===== config.mk =====
export PLATFORM = sky130hd
export DESIGN_NAME = reg_dst_tracker
export DESIGN_NICKNAME = d
export VERILOG_FILES = /design/src/rtl/cpu_pkg.sv /design/src/rtl/dst_fifo.sv /design/src/rtl/reg_dst_tracker.sv
export SDC_FILE = /design/constraint.sdc
export NUM_CORES = 1
export LEC_CHECK = 0
export BUFFER_PORTS_ARGS = -buffer_cell sky130_fd_sc_hd__buf_2
export CORE_UTILIZATION = 50
export DETAILED_ROUTE_END_ITERATION = 10
export HOLD_SLACK_MARGIN = 0.06
export PLACE_DENSITY = 0.79
export SYNTH_ARGS = -nofsm -noshare
export SYNTH_HDL_FRONTEND = slang
export SYNTH_HIERARCHICAL = 1
export SYNTH_SLANG_ARGS = --single-unit

===== constraint.sdc =====
create_clock -name clk -period 2.66 [get_ports clk]
set_clock_uncertainty 0.2 [all_clocks]
set_input_delay 0.798 -clock clk [delete_from_list [all_inputs] [get_ports clk]]
set_output_delay 0.798 -clock clk [all_outputs]
set_load 0.005 [all_outputs]

===== src/rtl/cpu_pkg.sv =====
// Shared CPU control constants: RegDst select codes, architectural register
// numbers and default field widths.
package cpu_pkg;

    localparam int ADDR_W_DEF = 5;
    localparam int SEL_W_DEF  = 3;

    localparam int RDST_RT = 0;
    localparam int RDST_RD = 1;
    localparam int RDST_RA = 2;
    localparam int RDST_SP = 3;
    localparam int RDST_FP = 4;

    localparam int REG_ZERO = 0;
    localparam int REG_SP   = 29;
    localparam int REG_FP   = 30;
    localparam int REG_RA   = 31;

    function automatic logic is_legal_code(input int code);
        return (code >= RDST_RT) && (code <= RDST_FP);
    endfunction

endpackage


===== src/rtl/dst_fifo.sv =====
// Generic DEPTH x ADDR_W FIFO with occupancy count; exposes every slot and
// its valid bit so the parent can compare against all pending entries.
module dst_fifo #(
    parameter  int DEPTH  = 4,
    parameter  int ADDR_W = 5,
    localparam int PTR_W  = $clog2(DEPTH),
    localparam int CNT_W  = $clog2(DEPTH) + 1
) (
    input  logic                           clk,
    input  logic                           reset,
    input  logic                           push,
    input  logic [ADDR_W-1:0]              push_addr,
    input  logic                           pop,
    output logic                           full,
    output logic                           empty,
    output logic [CNT_W-1:0]               count,
    output logic [ADDR_W-1:0]              head_addr,
    output logic [DEPTH-1:0][ADDR_W-1:0]   entries,
    output logic [DEPTH-1:0]               entry_valid
);

    logic [DEPTH-1:0][ADDR_W-1:0] mem_q, mem_d;
    logic [PTR_W-1:0]             wr_ptr_q, wr_ptr_d;
    logic [PTR_W-1:0]             rd_ptr_q, rd_ptr_d;
    logic [CNT_W-1:0]             count_q, count_d;
    logic                         push_en, pop_en;
    logic [PTR_W-1:0]             offset;

    // Full/empty come from the count so pointer equality is never ambiguous.
    always_comb begin
        full    = (count_q == CNT_W'(DEPTH));
        empty   = (count_q == '0);
        push_en = push && !full;
        pop_en  = pop && !empty;
    end

    always_comb begin
        mem_d    = mem_q;
        wr_ptr_d = wr_ptr_q;
        rd_ptr_d = rd_ptr_q;
        count_d  = count_q;
        if (push_en) begin
            mem_d[wr_ptr_q] = push_addr;
            wr_ptr_d        = wr_ptr_q + PTR_W'(1);
        end
        if (pop_en) begin
            rd_ptr_d = rd_ptr_q + PTR_W'(1);
        end
        case ({push_en, pop_en})
            2'b10:   count_d = count_q + CNT_W'(1);
            2'b01:   count_d = count_q - CNT_W'(1);
            default: count_d = count_q;
        endcase
    end

    always_ff @(posedge clk or posedge reset) begin
        if (reset) begin
            mem_q    <= '0;
            wr_ptr_q <= '0;
            rd_ptr_q <= '0;
            count_q  <= '0;
        end else begin
            mem_q    <= mem_d;
            wr_ptr_q <= wr_ptr_d;
            rd_ptr_q <= rd_ptr_d;
            count_q  <= count_d;
        end
    end

    // A slot is live when its distance from the head is below the count.
    always_comb begin
        offset      = '0;
        entry_valid = '0;
        for (int i = 0; i < DEPTH; i++) begin
            offset         = PTR_W'(i) - rd_ptr_q;
            entry_valid[i] = ({1'b0, offset} < count_q);
        end
    end

    always_comb begin
        count     = count_q;
        entries   = mem_q;
        head_addr = empty ? '0 : mem_q[rd_ptr_q];
    end

endmodule


===== src/rtl/reg_dst_tracker.sv =====
// Write-destination select plus pending-destination queue between decode and
// writeback, with RAW hazard lookup for two source registers.
module reg_dst_tracker
    import cpu_pkg::*;
#(
    parameter int ADDR_W  = ADDR_W_DEF,
    parameter int SEL_W   = SEL_W_DEF,
    parameter int DEPTH   = 4,
    parameter int RA_ADDR = REG_RA,
    parameter int SP_ADDR = REG_SP,
    parameter int FP_ADDR = REG_FP
) (
    input  logic                    clk,
    input  logic                    reset,
    input  logic [SEL_W-1:0]        reg_dst,
    input  logic [ADDR_W-1:0]       in_rt,
    input  logic [ADDR_W-1:0]       in_rd,
    input  logic                    dst_valid,
    output logic                    dst_ready,
    input  logic                    wb_pop,
    output logic [ADDR_W-1:0]       wb_addr,
    output logic                    wb_valid,
    input  logic [ADDR_W-1:0]       query_a,
    input  logic [ADDR_W-1:0]       query_b,
    output logic                    hazard_a,
    output logic                    hazard_b,
    output logic                    sel_err,
    output logic [ADDR_W-1:0]       last_dst,
    output logic [$clog2(DEPTH):0]  count
);

    logic [ADDR_W-1:0]             sel_addr;
    logic                          sel_legal;
    logic                          push;
    logic                          fifo_full, fifo_empty;
    logic [DEPTH-1:0][ADDR_W-1:0]  fifo_entries;
    logic [DEPTH-1:0]              fifo_entry_valid;
    logic [ADDR_W-1:0]             last_dst_q, last_dst_d;
    logic                          sel_err_q, sel_err_d;

    // Illegal codes fall back to the last accepted destination.
    always_comb begin
        sel_legal = is_legal_code(int'(reg_dst));
        sel_addr  = last_dst_q;
        case (int'(reg_dst))
            RDST_RT: sel_addr = in_rt;
            RDST_RD: sel_addr = in_rd;
            RDST_RA: sel_addr = ADDR_W'(RA_ADDR);
            RDST_SP: sel_addr = ADDR_W'(SP_ADDR);
            RDST_FP: sel_addr = ADDR_W'(FP_ADDR);
            default: sel_addr = last_dst_q;
        endcase
    end

    always_comb begin
        dst_ready  = !fifo_full;
        push       = dst_valid && !fifo_full;
        sel_err_d  = push && !sel_legal;
        last_dst_d = push ? sel_addr : last_dst_q;
    end

    always_ff @(posedge clk or posedge reset) begin
        if (reset) begin
            last_dst_q <= '0;
            sel_err_q  <= 1'b0;
        end else begin
            last_dst_q <= last_dst_d;
            sel_err_q  <= sel_err_d;
        end
    end

    dst_fifo #(
        .DEPTH  (DEPTH),
        .ADDR_W (ADDR_W)
    ) u_dst_fifo (
        .clk         (clk),
        .reset       (reset),
        .push        (push),
        .push_addr   (sel_addr),
        .pop         (wb_pop),
        .full        (fifo_full),
        .empty       (fifo_empty),
        .count       (count),
        .head_addr   (wb_addr),
        .entries     (fifo_entries),
        .entry_valid (fifo_entry_valid)
    );

    // Register $zero is never a real dependency, so it never flags a hazard.
    always_comb begin
        hazard_a = 1'b0;
        hazard_b = 1'b0;
        for (int i = 0; i < DEPTH; i++) begin
            if (fifo_entry_valid[i] && (fifo_entries[i] == query_a) &&
                (query_a != ADDR_W'(REG_ZERO))) begin
                hazard_a = 1'b1;
            end
            if (fifo_entry_valid[i] && (fifo_entries[i] == query_b) &&
                (query_b != ADDR_W'(REG_ZERO))) begin
                hazard_b = 1'b1;
            end
        end
    end

    always_comb begin
        wb_valid = !fifo_empty;
        sel_err  = sel_err_q;
        last_dst = last_dst_q;
    end

endmodule


=== After elaboration in Yosys (flattened, before gate mapping) ===
Index checks and enable logic that the tools add are counted.

* Logic and storage cells: 85
* Input bits: 27
* Flip-flop bits (word level): 33
* Output and inout bits: 18

* Order comparisons: 8
* Muxes and demuxes: 16
* Equal/unequal tests: 15
* Reduce and logical (&&, ||, !) cells: 29
* Add/subtract/negate cells: 8

{| class="wikitable"
|+ Operators with widths
! cell !! count
|-
| == test 5 bit || 8
|-
| one-hot mux 5 bit (5 select lines) || 1
|-
| logical AND 1 bit || 21
|-
| bitwise mux 20 bit || 1
|-
| 2-to-1 mux 5 bit || 3
|-
| less-than comparator 2 x 3 -> 1 bit || 4
|-
| binary-select mux 5 bit (select 2 bit) || 1
|-
| demux 5 bit (select 2 bit) || 1
|-
| nonzero test 5 bit || 2
|-
| 2-to-1 mux 1 bit || 8
|-
| == test 3 x 2 -> 1 bit, second input constant || 2
|-
| == test 3 bit, second input constant || 2
|-
| logical NOT 3 bit || 2
|-
| less-than comparator 2 x 3 -> 1 bit, second input constant || 2
|-
| one-hot mux 3 bit (2 select lines) || 1
|-
| adder 2 x 1 -> 2 bit, second input constant || 2
|-
| subtractor 1 x 2 -> 2 bit, first input constant || 2
|-
| subtractor 2 bit, first input constant || 2
|-
| adder 3 x 1 -> 3 bit, second input constant || 1
|-
| == test 3 x 1 -> 1 bit, second input constant || 1
|-
| <= comparator 3 bit, second input constant || 1
|-
| logical NOT 1 bit || 3
|-
| subtractor 3 x 1 -> 3 bit, second input constant || 1
|-
| == test 2 x 1 -> 1 bit, second input constant || 1
|-
| 3 further kinds || 3
|}

=== Logic depth before layout (Yosys ltp) ===
Gate-level depths: netlist (run 1).

* Word-level depth: 8
* Depth in mapped cells: 11
* Mapped depth without buffers: 11

=== Modules after synthesis ===
The synthesis (run 1) kept the hierarchy.

{| class="wikitable"
|+ Modules (own cells, without submodules)
! module !! sequential area each (µm²) !! cells each !! area each (µm²) !! instances
|-
| dst_fifo || 675.6 || 112 || 1,446.4 || 1
|-
| reg_dst_tracker || 150.1 || 114 || 944.7 || 1
|}

=== Worst setup path before layout (run 1) ===
No wires, ideal clock.

* Path kind: flip-flop to output port
* Start point: register u_dst_fifo.rd_ptr_q[0]
* End point: output port hazard_a
* Cell stages (with the launch flop): 10
* Buffers on the path: 1
* Required time: 1,662 ps
* Arrival: 1,628 ps
* Setup slack: 34 ps
* Path through: dfrtp_1 > buf_2 > xnor2_1 > inv_1 > ha_1 > a21oi_1 > or2_2 > nand3_1 > nand4_1 > o21a_1

* Cells in the longest elaborated chain, start to end: 8
* Elaborated cells on any way between the ends: 20
* Those cells by class: add/sub (4); order compare (4); mux (4); reduce/logical (8)

{| class="wikitable"
|+ RTL lines
! what !! line !! source
|-
| start, declared || dst_fifo.sv:24 || <nowiki>logic [PTR_W-1:0] rd_ptr_q, rd_ptr_d;</nowiki>
|-
| start signal, assigned || dst_fifo.sv:65 || <nowiki>rd_ptr_q <= rd_ptr_d;</nowiki>
|-
| subtractor 1 x 2 -> 2 bit || dst_fifo.sv:75 || <nowiki>offset = PTR_W'(i) - rd_ptr_q;</nowiki>
|-
| less-than comparator 2 x 3 -> 1 bit || dst_fifo.sv:76 || <nowiki>entry_valid[i] = ({1'b0, offset} < count_q);</nowiki>
|-
| net fifo_entry_valid[0] || reg_dst_tracker.sv:37 || <nowiki>logic [DEPTH-1:0] fifo_entry_valid;</nowiki>
|-
| logical AND 1 bit (2 in series) || reg_dst_tracker.sv:94 || <nowiki>if (fifo_entry_valid[i] && (fifo_entries[i] == query_a) &&</nowiki>
|-
| 2-to-1 mux 1 bit (4 in series) || reg_dst_tracker.sv:94 ||
|-
| end, declared || reg_dst_tracker.sv:25 || <nowiki>output logic hazard_a,</nowiki>
|}

The timed path passes the listed nets, and every way through them passes these cells.

=== Worst setup path after layout (run 1) ===
* Start point: input port query_a[4]
* End point: output port hazard_a

* Cells in the longest elaborated chain, start to end: 7
* Elaborated cells on any way between the ends: 17
* Those cells by class: eq/ne (4); mux (4); reduce/logical (9)

{| class="wikitable"
|+ RTL lines
! what !! line !! source
|-
| start, declared || reg_dst_tracker.sv:23 || <nowiki>input logic [ADDR_W-1:0] query_a,</nowiki>
|-
| == test 5 bit || reg_dst_tracker.sv:94 ||
|-
| logical AND 1 bit (2 in series) || reg_dst_tracker.sv:94 ||
|-
| 2-to-1 mux 1 bit (3 in series) || reg_dst_tracker.sv:94 ||
|-
| 2-to-1 mux 1 bit * || reg_dst_tracker.sv:94 ||
|}

Every way passes the cells marked *; elsewhere a longest branch is shown, timed or not.

==> metrics list, run 1 <==
- Total number of placement rows: 24
- The synthesized design devotes to its leading area cell type 34.5% of total area.
* Top achievable clock speed: 342 MHz
- Top Metal Used: met4
- The max-slew violation count was 0.
* Die outline area: 5060 um2
- Diodes inserted: 0
* DPL Wire Length: 4110 um
* Wire length of the first global-routing pass: 8980 um
- Count of distinct cell types in the synthesized netlist: 33
* Core Footprint: 4470 um2
- Synthesized netlist cell count: 226
- Setup slack on the critical path of the routed design comes to -0.260 ns.
- Initial Utilization: 53.4%
- Post-route cell area: 2930 um2
* Antenna violations before repair: 0
* Net Count, Synth: 263
- Entering global routing, the biggest net connects 28 pins.
- Chip Width: 71.2 um
- In this run, CTS created clock tree buffers numbering 5.
* Port buffer count: 44
* Placement Cell Area: 2670 um2
- Among all stages on the critical path, the largest delay is contributed by sky130_fd_sc_hd__nor4_2.
- Summing the sequential cell areas from Yosys gives 34.5% of the chip area.
* Kind of end point of the critical path: output port
* Number of nets in the final layout: 320
- Clock transition at the registers of the reported paths: 0.06 ns
- Multi-input gate area: 1470 um2
- Clock tree synthesis selected as its root buffer the cell sky130_fd_sc_hd__clkbuf_8.
- In this run the static leakage power is 1.26 nW.
- Summing every instance area after synthesis gives 2390 um2.
- In this run the power density over the cells is 1130 nW/um2.
- TritonCTS clock tree: built
- CP max FO: 5
* CTS H-tree depth: 2
- For this run, the total global-route usage over all layers was measured as 23.2%.
- The largest single stage delay on the critical path is 0.35 ns.
* Register-to-register setup slack: 0.15 ns
* Final weighted congestion in routability-driven placement: 0.912
- Number of primary I/O pins: 45
- In the routed layout, each cell is associated on average with a via count of 5.54.
- Across the run, the number of max-cap violations was 0.
* Total Wirelength: 5430 um
- Final ANT Viol Nets: 0
* Number of global-route vias before repair: 1819
- After synthesis the netlist holds a flip-flop and latch count of 33.
- The flow ran to the end, but the final reports show violations.
- Across all hold checks on the routed design, the worst slack comes to 0.231 ns.
- Peak ir drop on the vdd network: 0.411 mV
* Highest-count cells in the layout ignoring fill and taps: 39 x sky130_fd_sc_hd__buf_2, 33 x sky130_fd_sc_hd__dfrtp_1, 31 x sky130_fd_sc_hd__xor2_1
* Share of the cycle needed by the critical path after routing: 110%
- The setup path with the least slack is of type input port to output port.
- Number of warnings issued by yosys: 6
* Fraction of layout instances using a drive strength above 1: 42.6%
- Launching element type of the critical path: input port
* Maximum clock insertion buffer count: 2
- Registers take 826 um2.
* Metal1 wirelength: 2350 um
* Setup repair after global routing missed its margin: yes
- WL met2: 2790 um
- Top area cells in the synthesized netlist: sky130_fd_sc_hd__dfrtp_1 35%, sky130_fd_sc_hd__xor2_1 12%, sky130_fd_sc_hd__mux2_2 12%
- Broken down by cell family, the worst path's largest delay share belongs to simple AND/OR/NAND/NOR gates.
* Die span in y: 71.2 um
- In this run, post-CTS hold repair placed 0 buffers.
* Worst Tran Pin Value: 0.480 ns
* Clock sink count: 33
- For the finished layout, the period the worst path requires is 2.92 ns.
- The worst register-to-register path begins at u_dst_fifo/count[1]$_DFFE_PP0P_.
- Cell breakdown of the critical path: buf_12, xor2_2, nor4_2, buf_4, nand3_2, nand4_1, o21a_1, buf_2
- Worst Path Buf+Inv: 3
- In this run the mean area of a mapped cell was 10.6 um2.
- Capture instance of the worst register-to-register path: u_dst_fifo/count[2]$_DFFE_PP0P_
- Area added between synthesis and finish: 22.4%
* Number of DRC violations after detailed routing: 0
- Violations in the final reports: setup timing
* Initial DRT Pass Iterations: 6
- WL met3: 186 um
* Endpoints failing setup: 7
* Rel. slew slack: 67.9%
- Final hold violation count: 0
* Routed wire per std cell: 16.3 um
- The first routing iteration left 64 violations.
- The layout has 373 filler cells.
- For this block, the via count after detailed routing is 1852.
- Cells on worst reg2reg path: 12
- Worst slack after detailed placement: -0.351 ns
- At the later pin of the worst-skew pair, clock insertion delay measures 0.28 ns.
- Most common cell after layout, fill and taps aside: sky130_fd_sc_hd__buf_2
- Arrival time at the worst endpoint: 1.92 ns
* Library cell occupying the most area in the post-synthesis netlist: sky130_fd_sc_hd__dfrtp_1
* Gr ovfl total: 0
* Type of the tightest min-delay check: input port to asynchronous set/reset pin
* Data required time of the worst path: 1.66 ns
## area by class of cell
| type | instances | area share (%) |
|---|---|---|
| clock buffers | 5 | 2.35 |
| clock inverters | 1 | 0.171 |
| inverters | 13 | 1.67 |
| multi-input cells | 166 | 50.3 |
| flip-flops and latches | 33 | 28.2 |
| well taps | 52 | 2.22 |
| repair buffers | 64 | 15.1 |
## metrics by stage
| stage | total power [mW] | std cells | setup TNS [ns] | util (%) |
|---|---|---|---|---|
| global placement | 2.64 | 322 | -0.646 | 59.6 |
| detailed placement | 2.69 | 322 | -0.610 | 59.6 |
| finish | 3.32 | 334 | -0.797 | 65.4 |
| floorplan | 2.15 | 226 | 0 | - |
| global route | 3.56 | 334 | -1.27 | 65.4 |
| CTS | 3.31 | 334 | -0.775 | 64.7 |
## registers in the layout, indices dropped and copies added, names as in the netlist
name,flops
sel_err,1
u_dst_fifo/count,3
u_dst_fifo/rd_ptr_q,2
u_dst_fifo/wr_ptr_q,2
last_dst,5
u_dst_fifo/entries,20
## where the power goes
group	switching [mW]	internal, mW	leakage, nW
Clock	0.170	0.172	0.0399
Combinational	0.819	1.12	0.866
Sequential	0.306	0.733	0.358
Total	1.30	2.02	1.26
## worst max-delay path by stage
stage,startpoint,endpoint,cells after the start
after detailed placement,query_a[3],hazard_a,8
after floorplan,u_dst_fifo/rd_ptr_q[0]$_DFFE_PP0P_,hazard_a,9
after global routing,u_dst_fifo/rd_ptr_q[0]$_DFFE_PP0P_,hazard_b,9
final,query_a[4],hazard_a,8
after CTS,query_a[0],hazard_a,8
after global placement,query_a[3],hazard_a,8
## cells in the mapped netlist (all sizes together)
cell,number
ha,9
or2,3
or3,1
fa,1
mux2,26
nor4,8
nand3,9
mux2i,4
or4,2
buf,14
o21ai,2
o22ai,1
nor2,17
nor3b,1
xnor2,12
mux4,5
o21bai,1
inv,12
a22oi,1
a21oi,9
nand2,7
and2,6
dfrtp,33
clkinv,1
o21a,2
nand2b,2
xor2,35
nand4,2
## worst register-to-register path, cell delays in order, from the launching register on
cell                       delay [ns]
sky130_fd_sc_hd__dfrtp_1         0.37
sky130_fd_sc_hd__buf_4           0.15
sky130_fd_sc_hd__nor3b_4         0.29
sky130_fd_sc_hd__inv_1           0.09
sky130_fd_sc_hd__nand2_1         0.09
sky130_fd_sc_hd__clkinv_1        0.11
sky130_fd_sc_hd__nand2b_2        0.12
sky130_fd_sc_hd__ha_1            0.18
sky130_fd_sc_hd__inv_1           0.06
sky130_fd_sc_hd__fa_1            0.37
sky130_fd_sc_hd__xor2_1          0.15
sky130_fd_sc_hd__nor2_1          0.11
sky130_fd_sc_hd__xor2_1          0.14
## layer usage
layer / up-vias / global-route usage [%]
met5: - / 0
met4: 0 / 8.67
met3: 9 / 3.56
met2: 61 / 39.9
met1: 912 / 29.7
li1: 870 / -
## what timing repair did
action,CTS,global route
setup buffers,6,1
setup endpoints to repair,7,7
gates resized for setup,22,8
pin swaps,7,3
## cells by family (layout without fill, tap and decap cells)
family | after synthesis | count (layout) | share of synthesized area [%]
flip-flops | 33 | 33 | 34.5
multiplexers | 35 | 35 | 18.6
adder cells (fa/ha/maj) | 10 | 10 | 5.55
AO/OA/AOI/OAI | 16 | 16 | 3.82
XOR/XNOR | 47 | 47 | 17.5
buffers and inverters | 27 | 83 | 6.91
AND/OR/NAND/NOR | 58 | 58 | 13.0
Power figures use the tool's default switching activity.
==> inputs of run 2 (changes only) <==
- CORE_UTILIZATION: 50 -> 52
- CTS_BUF_LIST: default -> sky130_fd_sc_hd__clkbuf_4 sky130_fd_sc_hd__clkbuf_8
- PLACE_DENSITY: 0.79 -> 0.82
- SYNTH_HIERARCHICAL: 1 -> default
==> run 2 against run 1 <==
Compared with the run above:
- the flow still finishes with violations (setup timing)
- synthesized cell count grew 1.3%
- sequential power is 6% higher
- hold slack gained 0.076 ns
- sequential cell count did not move
- worst setup slack got worse by 0.20 ns
- via count is 0.22% higher
- global-route usage rose by 1.1 points
- core utilization rose by 0.40 points
- largest power group unchanged
==> metrics list, run 2 <==
* Number of DRC violations after detailed routing: 0
- Rel. slew slack: 67.6%
- Most common cell after layout, fill and taps aside: sky130_fd_sc_hd__buf_2
- WL met2: 2780 um
* Worst Tran Pin Value: 0.486 ns
- Predominant post-synthesis flop cell: sky130_fd_sc_hd__dfrtp_1
- In the post-route analysis, the smallest setup slack over all paths is -0.464 ns.
- Number of primary I/O pins: 45
- During synthesis, Yosys emitted a total of 0 warnings.
* Clock buffer count from CTS: 5
- Top achievable clock speed: 320 MHz
- The die is 69.4 um tall.
* Highest-count cells in the layout ignoring fill and taps: 44 x sky130_fd_sc_hd__buf_2, 32 x sky130_fd_sc_hd__dfrtp_1, 27 x sky130_fd_sc_hd__xnor2_1
- Antenna violations before repair: 0
- Synthesized netlist cell count: 229
- Along the worst path, the maximum fanout reaches 4.
- Data on the critical path arrives at its endpoint at 2.13 ns.
- For this run, the detailed router's first-pass iteration total came to 4.
* Endpoints failing setup: 2
- Filler cells: 362
- For this run the aggregate overflow at the end of global routing stands at 0.
- Synth Register Bits: 33
- The cell sitting at the root of the clock tree is a sky130_fd_sc_hd__clkbuf_8.
- By count the netlist is led by 33 x sky130_fd_sc_hd__dfrtp_1, 28 x sky130_fd_sc_hd__xnor2_1, 22 x sky130_fd_sc_hd__mux2_2.
- Top Metal Used: met4
- The count of buffers added on input and output ports is 44.
* Share of the cycle needed by the critical path after routing: 117%
* Async set-reset flop share out of synthesis: 100%
* Largest net degree at the start of global routing: 34
- The floorplan step set the die width to 69.4 um.
- After detailed routing, the total wire length is 5530 um.
* Total number of placement rows: 24
- The routed design uses 211 um of met3 wire.
- The critical path in this run is classified as flip-flop to output port.
* Vias after detailed routing: 1856
* Slew Viols, Final: 0
- Synthesis instantiated 32 different standard cells from the library.
* DPL Wire Length: 4100 um
* Combined global-route utilization of all metal layers: 24.4%
- The count of nets left with antenna violations once routing finished came out at 0.
- Number of global-route vias before repair: 1894
- For this design the static power due to leakage is 1.27 nW.
* Kind of end point of the critical path: output port
- Core Footprint: 4350 um2
- Number of enable flip-flop cells after synthesis: 0
- Library cell occupying the most area in the post-synthesis netlist: sky130_fd_sc_hd__dfrtp_1
- Maximum clock insertion buffer count: 2
- CTS H-tree depth: 2
- The run finished, with violations left.
- Via/cell ratio: 5.51
- Final hold violation count: 0
- Maximum Capacitance Violations: 0
* Share of the synthesized area in the top cell type: 35.0%
* Data required time of the worst path: 1.66 ns
- Die outline area: 4810 um2
* Tmin final: 3.12 ns
- Yosys instantiated no cell more often than sky130_fd_sc_hd__dfrtp_1.
* Top area cells in the synthesized netlist: sky130_fd_sc_hd__dfrtp_1 35%, sky130_fd_sc_hd__mux2_2 10%, sky130_fd_sc_hd__xnor2_1 10%
* Routed wire per std cell: 16.4 um
* Diodes inserted: 0
- CTS saw 33 sinks.
- IR analysis of the VDD net gives a maximum drop of 0.609 mV.
* Net Count, Synth: 266
- Share of the yosys chip area belonging to registers: 35.0%
- The first global-routing pass estimated 9020 um of wire.
- Number of nets in the final layout: 321
- Power spread over the standard cell area amounts to 1200 nW/um2.
- Area added between synthesis and finish: 21.5%
- Of the cells placed in the final design, the portion with a size suffix greater than 1 is 40.7%.
- Final weighted congestion in routability-driven placement: 0.940
- Type of the tightest min-delay check: flip-flop to flip-flop
- Launching element type of the critical path: flip-flop
- Syn Area/Cell: 10.3 um2
* TritonCTS clock tree: built
* Combined area of all synthesized cells: 2360 um2
- Final Util: 65.8%
- Initial DRC Count: 114
- The initial utilization of the core area, before any placement, comes to 54.2%.
* Clock latency on the worst-skew pair: 0.29 ns
- Metal1 wirelength: 2400 um
- Summing internal, switching and leakage power gives 3.43 mW.
- Clock-pin slew was measured on the worst setup and hold paths at 0.07 ns.
- Setup repair after global routing could not meet its margin everywhere.
- Violations in the final reports: setup timing
* Max reg flops: 20
[run 2: changes by cell type in the layout (fill, tap and decap cells not counted), sizes merged, moves of 3 or more]
cell	before	now
nand2	7	16
xnor2	12	28
a21oi	9	6
nor2	17	14
or2	3	0
xor2	35	19
mux2	26	22
[run 2: routing by layer]
metal / vias to the layer above / track usage, %
met4: 0 / 9.75
met3: 12 / 3.63
met2: 55 / 42.2
met1: 906 / 30.5
met5: - / 0
li1: 883 / -
[run 2: logic make-up after synthesis]
| kind of cell | share of synthesized area [%] |
|---|---|
| AND/OR/NAND/NOR | 13.8 |
| XOR/XNOR | 17.4 |
| flip-flops | 35.0 |
| multiplexers | 17.8 |
| buffers and inverters | 5.73 |
| AO/OA/AOI/OAI | 4.61 |
| adder cells (fa/ha/maj) | 5.62 |
[run 2: timing repair]
item,CTS,global route
pin swaps,7,2
buffers inserted,1,0
endpoints found under the hold margin,0,0
setup endpoints to repair,7,7
gates resized for setup,13,1
hold buffers,0,0
gates cloned,0,0
[run 2: path summary, 6_finish.rpt]
| check | startpoint | to | slack [ns] | depth (start not counted) |
|---|---|---|---|---|
| max | u_dst_fifo.count[1]$_DFFE_PP0P_ | hazard_a | -0.46 | 8 |
| min | last_dst[4]$_DFFE_PP0P_ | last_dst[4]$_DFFE_PP0P_ | 0.31 | 2 |
| max reg2reg | u_dst_fifo.count[0]$_DFFE_PP0P_ | u_dst_fifo.count[2]$_DFFE_PP0P_ | 0.27 | 9 |
| min reg2reg | last_dst[4]$_DFFE_PP0P_ | last_dst[4]$_DFFE_PP0P_ | 0.31 | 2 |
| max in group asynchronous | reset | u_dst_fifo.rd_ptr_q[1]$_DFFE_PP0P_ | 1.56 | 3 |
| min in group asynchronous | reset | u_dst_fifo.wr_ptr_q[0]$_DFFE_PP0P_ | 0.38 | 3 |
[run 2: where the power goes]
group	internal [mW]	leakage (nW)	switching, mW
logic	1.03	0.839	0.807
registers	0.746	0.372	0.357
clock network	0.315	0.0619	0.182
[run 2: final cells by class]
cell class / instances / area, um2 / area share, %
multi-input cells: 168 / 1430 / 49.9
flip-flops and latches: 33 / 827 / 28.9
repair buffers: 65 / 382 / 13.3
clock buffers: 7 / 90.1 / 3.14
well taps: 52 / 65.1 / 2.27
inverters: 11 / 41.3 / 1.44
clock inverters: 1 / 30.0 / 1.05
[run 2: per-stage QoR]
| step | hold WS [ns] | setup TNS [ns] | std cells | cell area [um2] | worst slack [ns] |
|---|---|---|---|---|---|
| CTS | 0.308 | -0.735 | 337 | 2870 | -0.377 |
| finish | 0.307 | -0.821 | 337 | 2870 | -0.464 |
| detailed placement | 0.288 | -0.523 | 328 | 2700 | -0.298 |
| global route | 0.337 | -1.40 | 337 | 2870 | -0.591 |
| global placement | 0.289 | -0.464 | 328 | 2700 | -0.291 |
| floorplan | 0.291 | -0.0287 | 229 | 2360 | -0.0287 |
[run 2: critical path: stages, from the launching register on]
cell and delay [ns]:
sky130_fd_sc_hd__dfrtp_1 0.35, sky130_fd_sc_hd__inv_1 0.09, sky130_fd_sc_hd__buf_4 0.17, sky130_fd_sc_hd__ha_1 0.19, sky130_fd_sc_hd__o21ba_2 0.23, sky130_fd_sc_hd__nor4_1 0.45
sky130_fd_sc_hd__nor4_1 0.11, sky130_fd_sc_hd__a21oi_1 0.13, sky130_fd_sc_hd__buf_2 0.12
